`src/rtl/mux_oht_stream.sv`:
```
// mux_oht_stream
//   Stream multiplexer with a one-hot channel select and valid/ready handshake.
//   In IDLE, a one-hot request on `oht` is locked into `sel`. In LOCK, beats from
//   the selected channel pass through one registered output stage. The last beat
//   of the packet (i_lst) releases the lock. The cycle after a last beat is always
//   IDLE, so consecutive packets are separated by at least one bubble.
//
//   Optional feature macro: MUX_OHT_STREAM_ERR_EN
//     Defined   : err becomes a sticky flag. It is set when oht is multi-hot in
//                 IDLE, or when a non-selected channel presents i_vld together
//                 with i_lst while in LOCK. It is cleared only by rst.
//     Undefined : err is tied to 0.
//
// Ports
//   clk    clock
//   rst    synchronous, active-high reset
//   oht    one-hot channel request (WIDTH), sampled only in IDLE
//   i_vld  per-channel valid (WIDTH)
//   i_lst  per-channel last-beat flag (WIDTH)
//   i_dat  per-channel data, channel c in bits [c*DATA_W +: DATA_W]
//   i_rdy  per-channel ready (WIDTH), combinational
//   o_vld  registered output valid
//   o_lst  registered output last
//   o_dat  registered output data (DATA_W)
//   o_rdy  output ready from the sink
//   sel    locked one-hot select, 0 while IDLE
//   err    sticky select error (see macro above)

module mux_oht_stream #(
   parameter int DATA_W = 8,
   parameter int WIDTH  = 16
) (
   input  logic                    clk,
   input  logic                    rst,
   input  logic [WIDTH-1:0]        oht,
   input  logic [WIDTH-1:0]        i_vld,
   input  logic [WIDTH-1:0]        i_lst,
   input  logic [WIDTH*DATA_W-1:0] i_dat,
   output logic [WIDTH-1:0]        i_rdy,
   output logic                    o_vld,
   output logic                    o_lst,
   output logic [DATA_W-1:0]       o_dat,
   input  logic                    o_rdy,
   output logic [WIDTH-1:0]        sel,
   output logic                    err
);

   localparam logic [0:0]       IDLE = 1'b0;
   localparam logic [0:0]       LOCK = 1'b1;
   localparam logic [WIDTH-1:0] ONE  = WIDTH'(1);

   logic [0:0]        state;
   logic              oht_multi;
   logic              oht_one;
   logic              can_load;
   logic              xfer;
   logic [DATA_W-1:0] mux_dat;
   logic              mux_lst;

   // x & (x-1) clears the lowest set bit, so any survivor means two or more bits set.
   assign oht_multi = |(oht & (oht - ONE));
   assign oht_one   = (|oht) & ~oht_multi;

   // The output register can accept a new beat when it is empty or being drained this cycle.
   assign can_load  = ~o_vld | o_rdy;
   assign i_rdy     = (state == LOCK) ? (sel & {WIDTH{can_load}}) : '0;
   assign xfer      = |(i_vld & i_rdy);

   // AND-OR mux: sel is one-hot in LOCK, so at most one channel contributes.
   always_comb begin
      mux_dat = '0;
      mux_lst = 1'b0;
      for (int c = 0; c < WIDTH; c++) begin
         mux_dat = mux_dat | (i_dat[c*DATA_W +: DATA_W] & {DATA_W{sel[c]}});
         mux_lst = mux_lst | (i_lst[c] & sel[c]);
      end
   end

   // Select FSM
   always_ff @(posedge clk) begin
      if (rst) begin
         state <= IDLE;
         sel   <= '0;
      end else begin
         case (state)
            IDLE: begin
               if (oht_one) begin
                  sel   <= oht;
                  state <= LOCK;
               end
            end
            default: begin
               if (xfer && mux_lst) begin
                  sel   <= '0;
                  state <= IDLE;
               end
            end
         endcase
      end
   end

   // Output register stage; keeps draining in IDLE while the FSM relocks.
   always_ff @(posedge clk) begin
      if (rst) begin
         o_vld <= 1'b0;
         o_lst <= 1'b0;
         o_dat <= '0;
      end else if (xfer) begin
         o_vld <= 1'b1;
         o_lst <= mux_lst;
         o_dat <= mux_dat;
      end else if (o_vld && o_rdy) begin
         o_vld <= 1'b0;
         o_lst <= 1'b0;
      end
   end

`ifdef MUX_OHT_STREAM_ERR_EN
   always_ff @(posedge clk) begin
      if (rst) begin
         err <= 1'b0;
      end else if (((state == IDLE) && oht_multi) ||
                   ((state == LOCK) && (|(i_vld & i_lst & ~sel)))) begin
         err <= 1'b1;
      end
   end
`else
   assign err = 1'b0;
`endif

endmodule

```
`config.mk`:
```
export PLATFORM = sky130hd
export DESIGN_NAME = mux_oht_stream
export DESIGN_NICKNAME = d
export VERILOG_FILES = /design/src/rtl/mux_oht_stream.sv
export SDC_FILE = /design/constraint.sdc
export NUM_CORES = 1
export LEC_CHECK = 0
export CELL_PAD_IN_SITES_DETAIL_PLACEMENT = 0
export CELL_PAD_IN_SITES_GLOBAL_PLACEMENT = 1
export CORE_ASPECT_RATIO = 0.7
export CORE_MARGIN = 3
export CORE_UTILIZATION = 20
export CTS_CLUSTER_DIAMETER = 80
export DETAILED_ROUTE_END_ITERATION = 16
export GPL_TIMING_DRIVEN = 0
export PLACE_DENSITY_LB_ADDON = 0.15
export RECOVER_POWER = 25
export SLEW_MARGIN = 0
export SYNTH_ARGS = -nofsm -noshare
export SYNTH_HDL_FRONTEND = slang
export SYNTH_SLANG_ARGS = --single-unit
```
`constraint.sdc`:
```
create_clock -name clk -period 3.7 [get_ports clk]
set_input_delay 1.11 -clock clk [delete_from_list [all_inputs] [get_ports clk]]
set_output_delay 1.11 -clock clk [all_outputs]
set_load 0.01 [all_outputs]
```
==> results of run 1 <==
==> per-layer routing <==
| metal | global-route usage [%] | routed length (um) | vias up |
|---|---|---|---|
| li1 | - | - | 1525 |
| met3 | 4.54 | 1160 | 4 |
| met1 | 28.5 | 6170 | 1490 |
| met4 | 2.14 | 51 | 0 |
| met5 | 0 | 0 | - |
| met2 | 34.0 | 6370 | 147 |
==> layout make-up <==
class | count | area share [%]
Tap cell | 148 | 3.90
Sequential cell | 27 | 11.4
Multi-Input combinational cell | 208 | 34.2
Clock buffer | 3 | 1.58
Clock inverter | 1 | 0.105
Buffer | 26 | 2.71
Timing Repair Buffer | 220 | 46.2
==> registers in the layout (all words and copies together), names as in the netlist <==
signal,count
o_dat,8
o_lst,1
o_vld,1
sel,16
state,1
==> metrics by stage <==
step / area [um2] / hold WS [ns] / instances / setup TNS [ns]
final: 4750 / 0.492 / 633 / 0
after global routing: 4750 / 0.515 / 633 / 0
after CTS: 4750 / 0.492 / 633 / 0
after detailed placement: 4670 / 0.483 / 629 / -2.48
after global placement: 4670 / 0.464 / 629 / -2.51
after floorplan: 2280 / 0.492 / 261 / 0
==> cell families after synthesis <==
group / synth area share, %
mux: 10.5
other cells: 0.164
compound gates: 35.5
flops: 23.7
buf+inv: 5.49
fa+ha+maj: 0.933
simple gates: 23.7
==> Yosys cell counts (all sizes together), types with 2 or more instances <==
cell,instances
a21oi,6
a221oi,40
a22o,40
and3,16
buf,3
clkbuf,23
dfxtp,27
maj3,2
mux2i,24
nand2,4
nand2b,16
nand3,2
nand3b,16
nand4,10
nor2,13
nor3,2
o21ai,3
or3,2
==> power groups by stage <==
stage | Sequential (mW) | Clock, mW | Combinational [mW]
6_report | 0.290 | 0.255 | 0.231
5_1_grt | 0.290 | 0.270 | 0.246
4_1_cts | 0.290 | 0.260 | 0.231
3_5_place_dp | 0.297 | 0 | 0.230
3_3_place_gp | 0.297 | 0 | 0.227
2_1_floorplan | 0.297 | 0 | 0.0248
==> tightest hold or removal path, stage by stage (launching register included) <==
cell and delay [ns]:
sky130_fd_sc_hd__dfxtp_1 0.32, sky130_fd_sc_hd__nand3_1 0.07, sky130_fd_sc_hd__a21oi_1 0.06
==> worst min-delay path by stage <==
stage               depth (start not counted)                 end  slack (ns)
finish                                      2  o_lst$_SDFFE_PP0P_        0.49
floorplan                                   2  o_lst$_SDFFE_PP0P_        0.49
global route                                2  o_lst$_SDFFE_PP0P_        0.51
detailed placement                          2  o_lst$_SDFFE_PP0P_        0.48
global placement                            2  o_lst$_SDFFE_PP0P_        0.46
CTS                                         2  o_lst$_SDFFE_PP0P_        0.49
==> qor.csv, run 1 <==
metric,value,unit
register-to-register path setup slack,1.23,ns
Pre-antenna DRT Iters,5,
fraction of power consumed by the clock network,32.8,%
critical path start-end classification,in2out,
launch point of the worst path,o_rdy,
portion of total power attributed to sequential cells,37.4,%
overall via count from detail_route,3166,
"top cells by area, synth","sky130_fd_sc_hd__dfxtp_1 (24%), sky130_fd_sc_hd__a221oi_1 (15%), sky130_fd_sc_hd__a22o_1 (15%)",
crit start category,input pin,
Chip Width,134,um
worst reg2reg path endpoint,sel[5]$_SDFFE_PP0P_,
count of final max-slew check failures,0,
remaining antenna violation count after routing,0,
layout filler cell count,1086,
classification of the worst-slack hold path,reg2reg,
Synth Flop Type,sky130_fd_sc_hd__dfxtp_1,
RSZ-0062 raised after global routing,no,
Levels on crit path,4,
Setup WS pre-CTS,-0.287,ns
initial antenna violation count,0,
fraction of the yosys area taken by sequential cells,23.7,%
VDD IR max,156,uV
area taken by flip-flops and latches,541,um2
Leak,1.94,nW
Relative slew margins,48.3,%
number of CTS-inserted buffers,3,
die height,95.3,um
area of the die,0.0127,mm2
maximum clock insertion buffer count,2,
crit share post-route,97.0,%
share of flip-flops with an asynchronous set or reset after synthesis,0,%
cts-stage hold buffer count,0,
required time worst endpoint,2.59,ns
fraction of final layout cells sized beyond drive strength 1,2.89,%
Starting DRT DRC Count,194,
max cap viols,0,
most prevalent standard cell on the critical path,sky130_fd_sc_hd__clkdlybuf4s50_1,
most frequent cells in the layout,"sky130_fd_sc_hd__clkdlybuf4s50_1 (194), sky130_fd_sc_hd__a22o_1 (40), sky130_fd_sc_hd__a221oi_1 (40), sky130_fd_sc_hd__dfxtp_1 (27), sky130_fd_sc_hd__mux2i_1 (24)",
Synthesized Nets,440,
CTS tree,built,
PostCTS Resize Cnt,13,
clock period minus final worst setup slack,3.59,ns
utilization after layout,44.3,%
CTS sink cnt,27,
count of buffering cells on the critical path with inverters included,2,
PD cells,163,mW/mm2
"Remaining Overflow, GRT",0,
count of mapped cells out of synthesis,261,
clock-pin slew reported for the worst setup and hold paths after clock tree synthesis,0.07,ns
Power Total,776,uW
kind of capture point of the worst setup path,primary output,
register bit total from synthesis,27,
CTS H-tree lvls,1,
number of flops mapped to enable cells by yosys,0,
most frequent standard cell in the layout excluding fill and tap cells,sky130_fd_sc_hd__clkdlybuf4s50_1,
Routed Wire Length,13.7,mm
starting density of the core,21.3,%
Cell Int Power,615,uW
Finish-stage setup viols,0,
"Net count, final",665,
Yosys top cell area share,23.7,%
delay of the slowest cell on the worst path,0.56,ns
Worst Setup EP,i_rdy[15],
area overhead of the layout relative to synthesis,108,%
netlist area before placement,0.00228,mm2
Top Family by Delay on Critical Path,buffers and inverters,
switching power as a share of total power,20.8,%
Floorplan Core Area,0.0107,mm2
worst reg-to-reg path cell count,7,
setup slack of the critical path after layout,0.112,ns
source of the worst hold timing path,o_lst$_SDFFE_PP0P_,
site row count,31,
diode count,0,
overall fraction of global-route tracks in use,20.5,%
mean instance size in the synthesized netlist,8.73,um2
count of final hold-check violations,0,
cell taking the most area after synthesis,sky130_fd_sc_hd__dfxtp_1,
Fmax achieved,0.279,GHz
Clock Tree Root,sky130_fd_sc_hd__clkbuf_16,
combinational cell fraction of total power,29.8,%
mean number of vias per cell,5.00,
WL/cell,21.7,um
DPL Wire Length,11.0,mm
IO Count,222,
routability cong.,0.804,
drt drc,0,
Unique masters post-synth,35,
critical path's slowest cell,sky130_fd_sc_hd__clkdlybuf4s50_1,
number of global-route vias before repair,3316,
clk_skew,0.00235,ns
worst path arrival time,2.48,ns
net switching component of the power,161,uW
status,finished clean,
first-pass GRT wire length,19.7,mm
clock insertion delay at the later pin of the skew report,0.26,ns
largest fanout on the critical path,9,
largest net degree at the start of global routing,16,
number of warnings printed during yosys synthesis,0,
CP Cell Sequence,clkdlybuf4s50_1 -> nand2b_4 -> and3_1 -> clkdlybuf4s50_1,
number of buffers inserted by post-CTS setup repair,0,
number of I/O port buffers,220,
worst reg2reg startpoint,sel[14]$_SDFFE_PP0P_,
transition at the pin with the smallest max-transition slack,0.776,ns
area taken by multi-input logic gates,0.00162,mm2
(Power assumes the default switching activity.)
==> run 2: changes to the inputs <==
CORE_UTILIZATION = 21   (was 20)
clock period = 4.59 ns   (was 3.7 ns; I/O delays follow)
==> run 2 against run 1 <==
Combinational power shrank 19%. Flip-flop and latch count is the same. Register-to-register slack gained 0.79 ns. Clock power shrank 21%. Sequential share of layout area is essentially flat. Worst setup slack gained 0.028 ns. Cell count shrank 2.5%. Clock skew grew 0.0018 ns. First-iteration DRC count grew 19%. Critical path type unchanged. Largest power group unchanged.
==> qor.csv, run 2 (synthesis results as in run 1) <==
metric,value,unit
"Net count, final",665,
crit share post-route,97.0,%
clk_skew,0.00412,ns
most frequent standard cell in the layout excluding fill and tap cells,sky130_fd_sc_hd__clkdlybuf4s50_1,
utilization after layout,45.1,%
number of cells in the design after placement,613,
global-route met3 utilization,4.79,%
crit start category,input pin,
PostCTS Resize Cnt,0,
number of CTS-inserted buffers,3,
routability cong.,0.815,
clock-pin slew reported for the worst setup and hold paths after clock tree synthesis,0.07,ns
count of final max-slew check failures,0,
Clock Tree Root,sky130_fd_sc_hd__clkbuf_16,
DPL Wire Length,10.8,mm
required time worst endpoint,3.21,ns
largest fanout on the critical path,10,
PD cells,132,mW/mm2
number of buffers inserted by post-CTS setup repair,0,
Power Total,622,uW
Top Family by Delay on Critical Path,buffers and inverters,
largest register by flop count,sel,
cts-stage hold buffer count,0,
max FFs per register,16,
maximum clock insertion buffer count,2,
CTS H-tree lvls,1,
Starting DRT DRC Count,231,
starting density of the core,21.8,%
number of I/O port buffers,220,
kind of capture point of the worst setup path,primary output,
overall via count from detail_route,3266,
worst path arrival time,3.07,ns
Routed Wire Length,13.6,mm
Pre-antenna DRT Iters,6,
max cap viols,0,
"Remaining Overflow, GRT",0,
die height,93.2,um
critical path's slowest cell,sky130_fd_sc_hd__clkdlybuf4s50_1,
count of buffering cells on the critical path with inverters included,3,
most frequent cells in the layout,"sky130_fd_sc_hd__clkdlybuf4s50_1 (203), sky130_fd_sc_hd__a22o_1 (40), sky130_fd_sc_hd__a221oi_1 (40), sky130_fd_sc_hd__dfxtp_1 (27), sky130_fd_sc_hd__mux2i_1 (24)",
delay of the slowest cell on the worst path,0.56,ns
fraction of final layout cells sized beyond drive strength 1,2.47,%
CTS tree,built,
remaining antenna violation count after routing,0,
area overhead of the layout relative to synthesis,107,%
Chip Width,131,um
GR peak layer,met2,
transition at the pin with the smallest max-transition slack,0.788,ns
site row count,31,
critical path start-end classification,in2out,
Finish-stage setup viols,0,
IO Count,222,
WL/cell,22.0,um
status,finished clean,
clock period minus final worst setup slack,4.45,ns
area of the die,0.0122,mm2
classification of the worst-slack hold path,reg2reg,
RSZ-0062 raised after global routing,no,
count of final hold-check violations,0,
largest net degree at the start of global routing,15,
clock insertion delay at the later pin of the skew report,0.26,ns
initial antenna violation count,0,
Floorplan Core Area,0.0105,mm2
overall fraction of global-route tracks in use,21.0,%
GR Layer Usage met2,32.8,%
CTS sink cnt,27,
drt drc,0,
VDD IR max,103,uV
diode count,0,
first-pass GRT wire length,19.3,mm
Relative slew margins,47.5,%
most prevalent standard cell on the critical path,sky130_fd_sc_hd__clkdlybuf4s50_1,
sum of negative setup slack,0,ns
Largest regs,"sel x16, o_dat x8",
number of global-route vias before repair,3314,
mean number of vias per cell,5.29,
Fmax achieved,0.225,GHz
Leak,1.89,nW
CP Cell Sequence,clkdlybuf4s50_1 -> nand2b_1 -> clkbuf_2 -> and3_1 -> clkdlybuf4s50_1,
routing usage on met1,30.5,%
final std cells w/o fill,617,
==> run 2: final timing paths <==
check                                     startpoint             endpoint  slack (ns)  depth (start not counted)
worst max-delay path                           o_rdy            i_rdy[11]        0.14                          5
worst min-delay path              o_lst$_SDFFE_PP0P_   o_lst$_SDFFE_PP0P_        0.48                          2
worst max register to register  sel[14]$_SDFFE_PP0P_  sel[4]$_SDFFE_PP0P_        2.02                          7
worst min register to register    o_lst$_SDFFE_PP0P_   o_lst$_SDFFE_PP0P_        0.48                          2
==> run 2: tightest hold or removal path, delay by kind of cell, from the launching register on <==
family | cells | cell delay (ns)
DFF | 1 | 0.31
AOI/OAI and AO/OA | 1 | 0.06
and+or+nand+nor | 1 | 0.07
==> run 2: cell type report <==
type                            instances  area, um2
Buffer                                 26        126
Multi-Input combinational cell        208       1610
Tap cell                              132        165
Fill cell                            1042       5750
Timing Repair Buffer                  220       2200
Sequential cell                        27        541
Clock buffer                            4       78.8
==> run 2: power by group <==
part	internal [mW]	total, mW	switching (mW)	leakage (nW)
clock network	0.119	0.202	0.0827	0.0382
registers	0.234	0.234	0.0000189	0.217
logic	0.144	0.186	0.0426	1.64
==> run 2: through the flow <==
| stage | setup WS, ns | area [um2] | hold slack [ns] |
|---|---|---|---|
| 2_1_floorplan | 1.22 | 2280 | 0.492 |
| 5_1_grt | 0.0376 | 4730 | 0.507 |
| 3_5_place_dp | 0.0499 | 4650 | 0.479 |
| 3_3_place_gp | 0.0515 | 4650 | 0.462 |
| 6_report | 0.139 | 4730 | 0.477 |
| 4_1_cts | 0.0479 | 4730 | 0.488 |
==> run 2: routing by layer <==
| metal | routed length (um) | vias up |
|---|---|---|
| li1 | - | 1523 |
| met1 | 6270 | 1580 |
| met2 | 6210 | 153 |
| met3 | 1030 | 10 |
| met4 | 100 | 0 |
| met5 | 0 | - |
==> run 3: changes to the inputs <==
CORE_MARGIN = unset   (was 3)
==> run 3 against run 2 <==
Power grew 0.11%. Register-to-register slack improved by 0.15 ns. Worst hold slack got worse by 0.0013 ns. Flip-flop and latch count unchanged. Cell count is the same. Worst setup slack worse by 0.0057 ns. Wire length shrank 3.2%. Highest routed layer unchanged.
==> qor.csv, run 3 (synthesis results as in run 1) <==
metric,value,unit
status,finished clean,
Relative slew margins,46.6,%
classification of the worst-slack hold path,reg2reg,
remaining antenna violation count after routing,0,
PD cells,132,mW/mm2
mean number of vias per cell,5.20,
largest register by flop count,sel,
VDD IR max,135,uV
largest net degree at the start of global routing,15,
crit share post-route,97.1,%
CTS sink cnt,27,
number of global-route vias before repair,3137,
worst reg2reg startpoint,sel[14]$_SDFFE_PP0P_,
routability cong.,0.799,
clock-pin slew reported for the worst setup and hold paths after clock tree synthesis,0.07,ns
"Net count, final",665,
crit start category,input pin,
initial antenna violation count,0,
most frequent cells in the layout,"sky130_fd_sc_hd__clkdlybuf4s50_1 (203), sky130_fd_sc_hd__a22o_1 (40), sky130_fd_sc_hd__a221oi_1 (40), sky130_fd_sc_hd__dfxtp_1 (27), sky130_fd_sc_hd__mux2i_1 (24)",
max FFs per register,16,
layout filler cell count,1042,
CTS H-tree lvls,1,
Fmax achieved,0.224,GHz
area taken by flip-flops and latches,541,um2
Leak,1.89,nW
Largest regs,"sel x16, o_dat x8",
number of buffers inserted by post-CTS setup repair,0,
area of the die,0.0113,mm2
overall via count from detail_route,3207,
number of I/O port buffers,220,
final std cells w/o fill,617,
Routed Wire Length,13.2,mm
site row count,31,
launch point of the worst path,o_rdy,
clk_skew,0.00551,ns
source of the worst hold timing path,o_lst$_SDFFE_PP0P_,
diode count,0,
critical path start-end classification,in2out,
worst path arrival time,3.08,ns
CTS tree,built,
WL/cell,21.3,um
most frequent standard cell in the layout excluding fill and tap cells,sky130_fd_sc_hd__clkdlybuf4s50_1,
"Remaining Overflow, GRT",0,
area overhead of the layout relative to synthesis,107,%
PostCTS Resize Cnt,0,
transition at the pin with the smallest max-transition slack,0.801,ns
area taken by multi-input logic gates,0.00161,mm2
drt drc,0,
cts-stage hold buffer count,0,
overall fraction of global-route tracks in use,22.3,%
max cap viols,0,
count of final max-slew check failures,0,
Chip Width,127,um
required time worst endpoint,3.21,ns
clock insertion delay at the later pin of the skew report,0.26,ns
DPL Wire Length,10.5,mm
Starting DRT DRC Count,198,
maximum clock insertion buffer count,2,
sum of negative setup slack,0,ns
kind of capture point of the worst setup path,primary output,
Pre-antenna DRT Iters,4,
first-pass GRT wire length,18.6,mm
die height,89.2,um
number of cells in the design after placement,613,
count of final hold-check violations,0,
RSZ-0062 raised after global routing,no,
Finish-stage setup viols,0,
fraction of final layout cells sized beyond drive strength 1,2.47,%
number of CTS-inserted buffers,3,
clock period minus final worst setup slack,4.46,ns
largest fanout on the critical path,10,
Clock Tree Root,sky130_fd_sc_hd__clkbuf_16,
starting density of the core,21.8,%
Floorplan Core Area,0.0104,mm2
IO Count,222,
==> run 3: final timing paths <==
kind,end,slack (ns),depth (start not counted)
max,i_rdy[14],0.13,5
min,o_lst$_SDFFE_PP0P_,0.48,2
max reg2reg,sel[5]$_SDFFE_PP0P_,2.17,7
min reg2reg,o_lst$_SDFFE_PP0P_,0.48,2
==> run 3: per-layer routing <==
metal | share of wire [%] | global-route usage, %
met3 | 5.3 | 3.95
met1 | 48 | 31.5
met4 | 0.53 | 1.97
met2 | 46 | 36.8
met5 | 0 | 0
==> run 3: area by class of cell <==
type                       instances  area share (%)
sequential                        27            11.4
clock buffer                       4            1.67
buffer                            26            2.67
timing repair buffer             220            46.6
multi-input combinational        208            34.1
tap                              132            3.49
==> run 3: through the flow <==
step                      hold WS, ns  setup WS (ns)  total power [mW]  utilization [%]  cell area [um2]
final                           0.476          0.134             0.623             45.3             4730
after CTS                       0.485         0.0581             0.627             45.3             4730
after global placement          0.466         0.0406             0.424             44.5             4650
after detailed placement        0.475         0.0611             0.425             44.5             4650
after global routing            0.490         0.0303             0.650             45.3             4730
after floorplan                 0.492           1.22             0.260                -             2280
==> run 3: worst max-delay path, stage by stage <==
cell	delay (ns)
sky130_fd_sc_hd__clkdlybuf4s50_1	0.48
sky130_fd_sc_hd__nand2b_1	0.26
sky130_fd_sc_hd__clkbuf_2	0.25
sky130_fd_sc_hd__and3_1	0.18
sky130_fd_sc_hd__clkdlybuf4s50_1	0.54
==> run 3: where the power goes <==
group | switching [mW] | internal (mW) | total [mW]
sequential | 0.0000197 | 0.234 | 0.234
combinational | 0.0426 | 0.144 | 0.186
clock | 0.0834 | 0.119 | 0.202
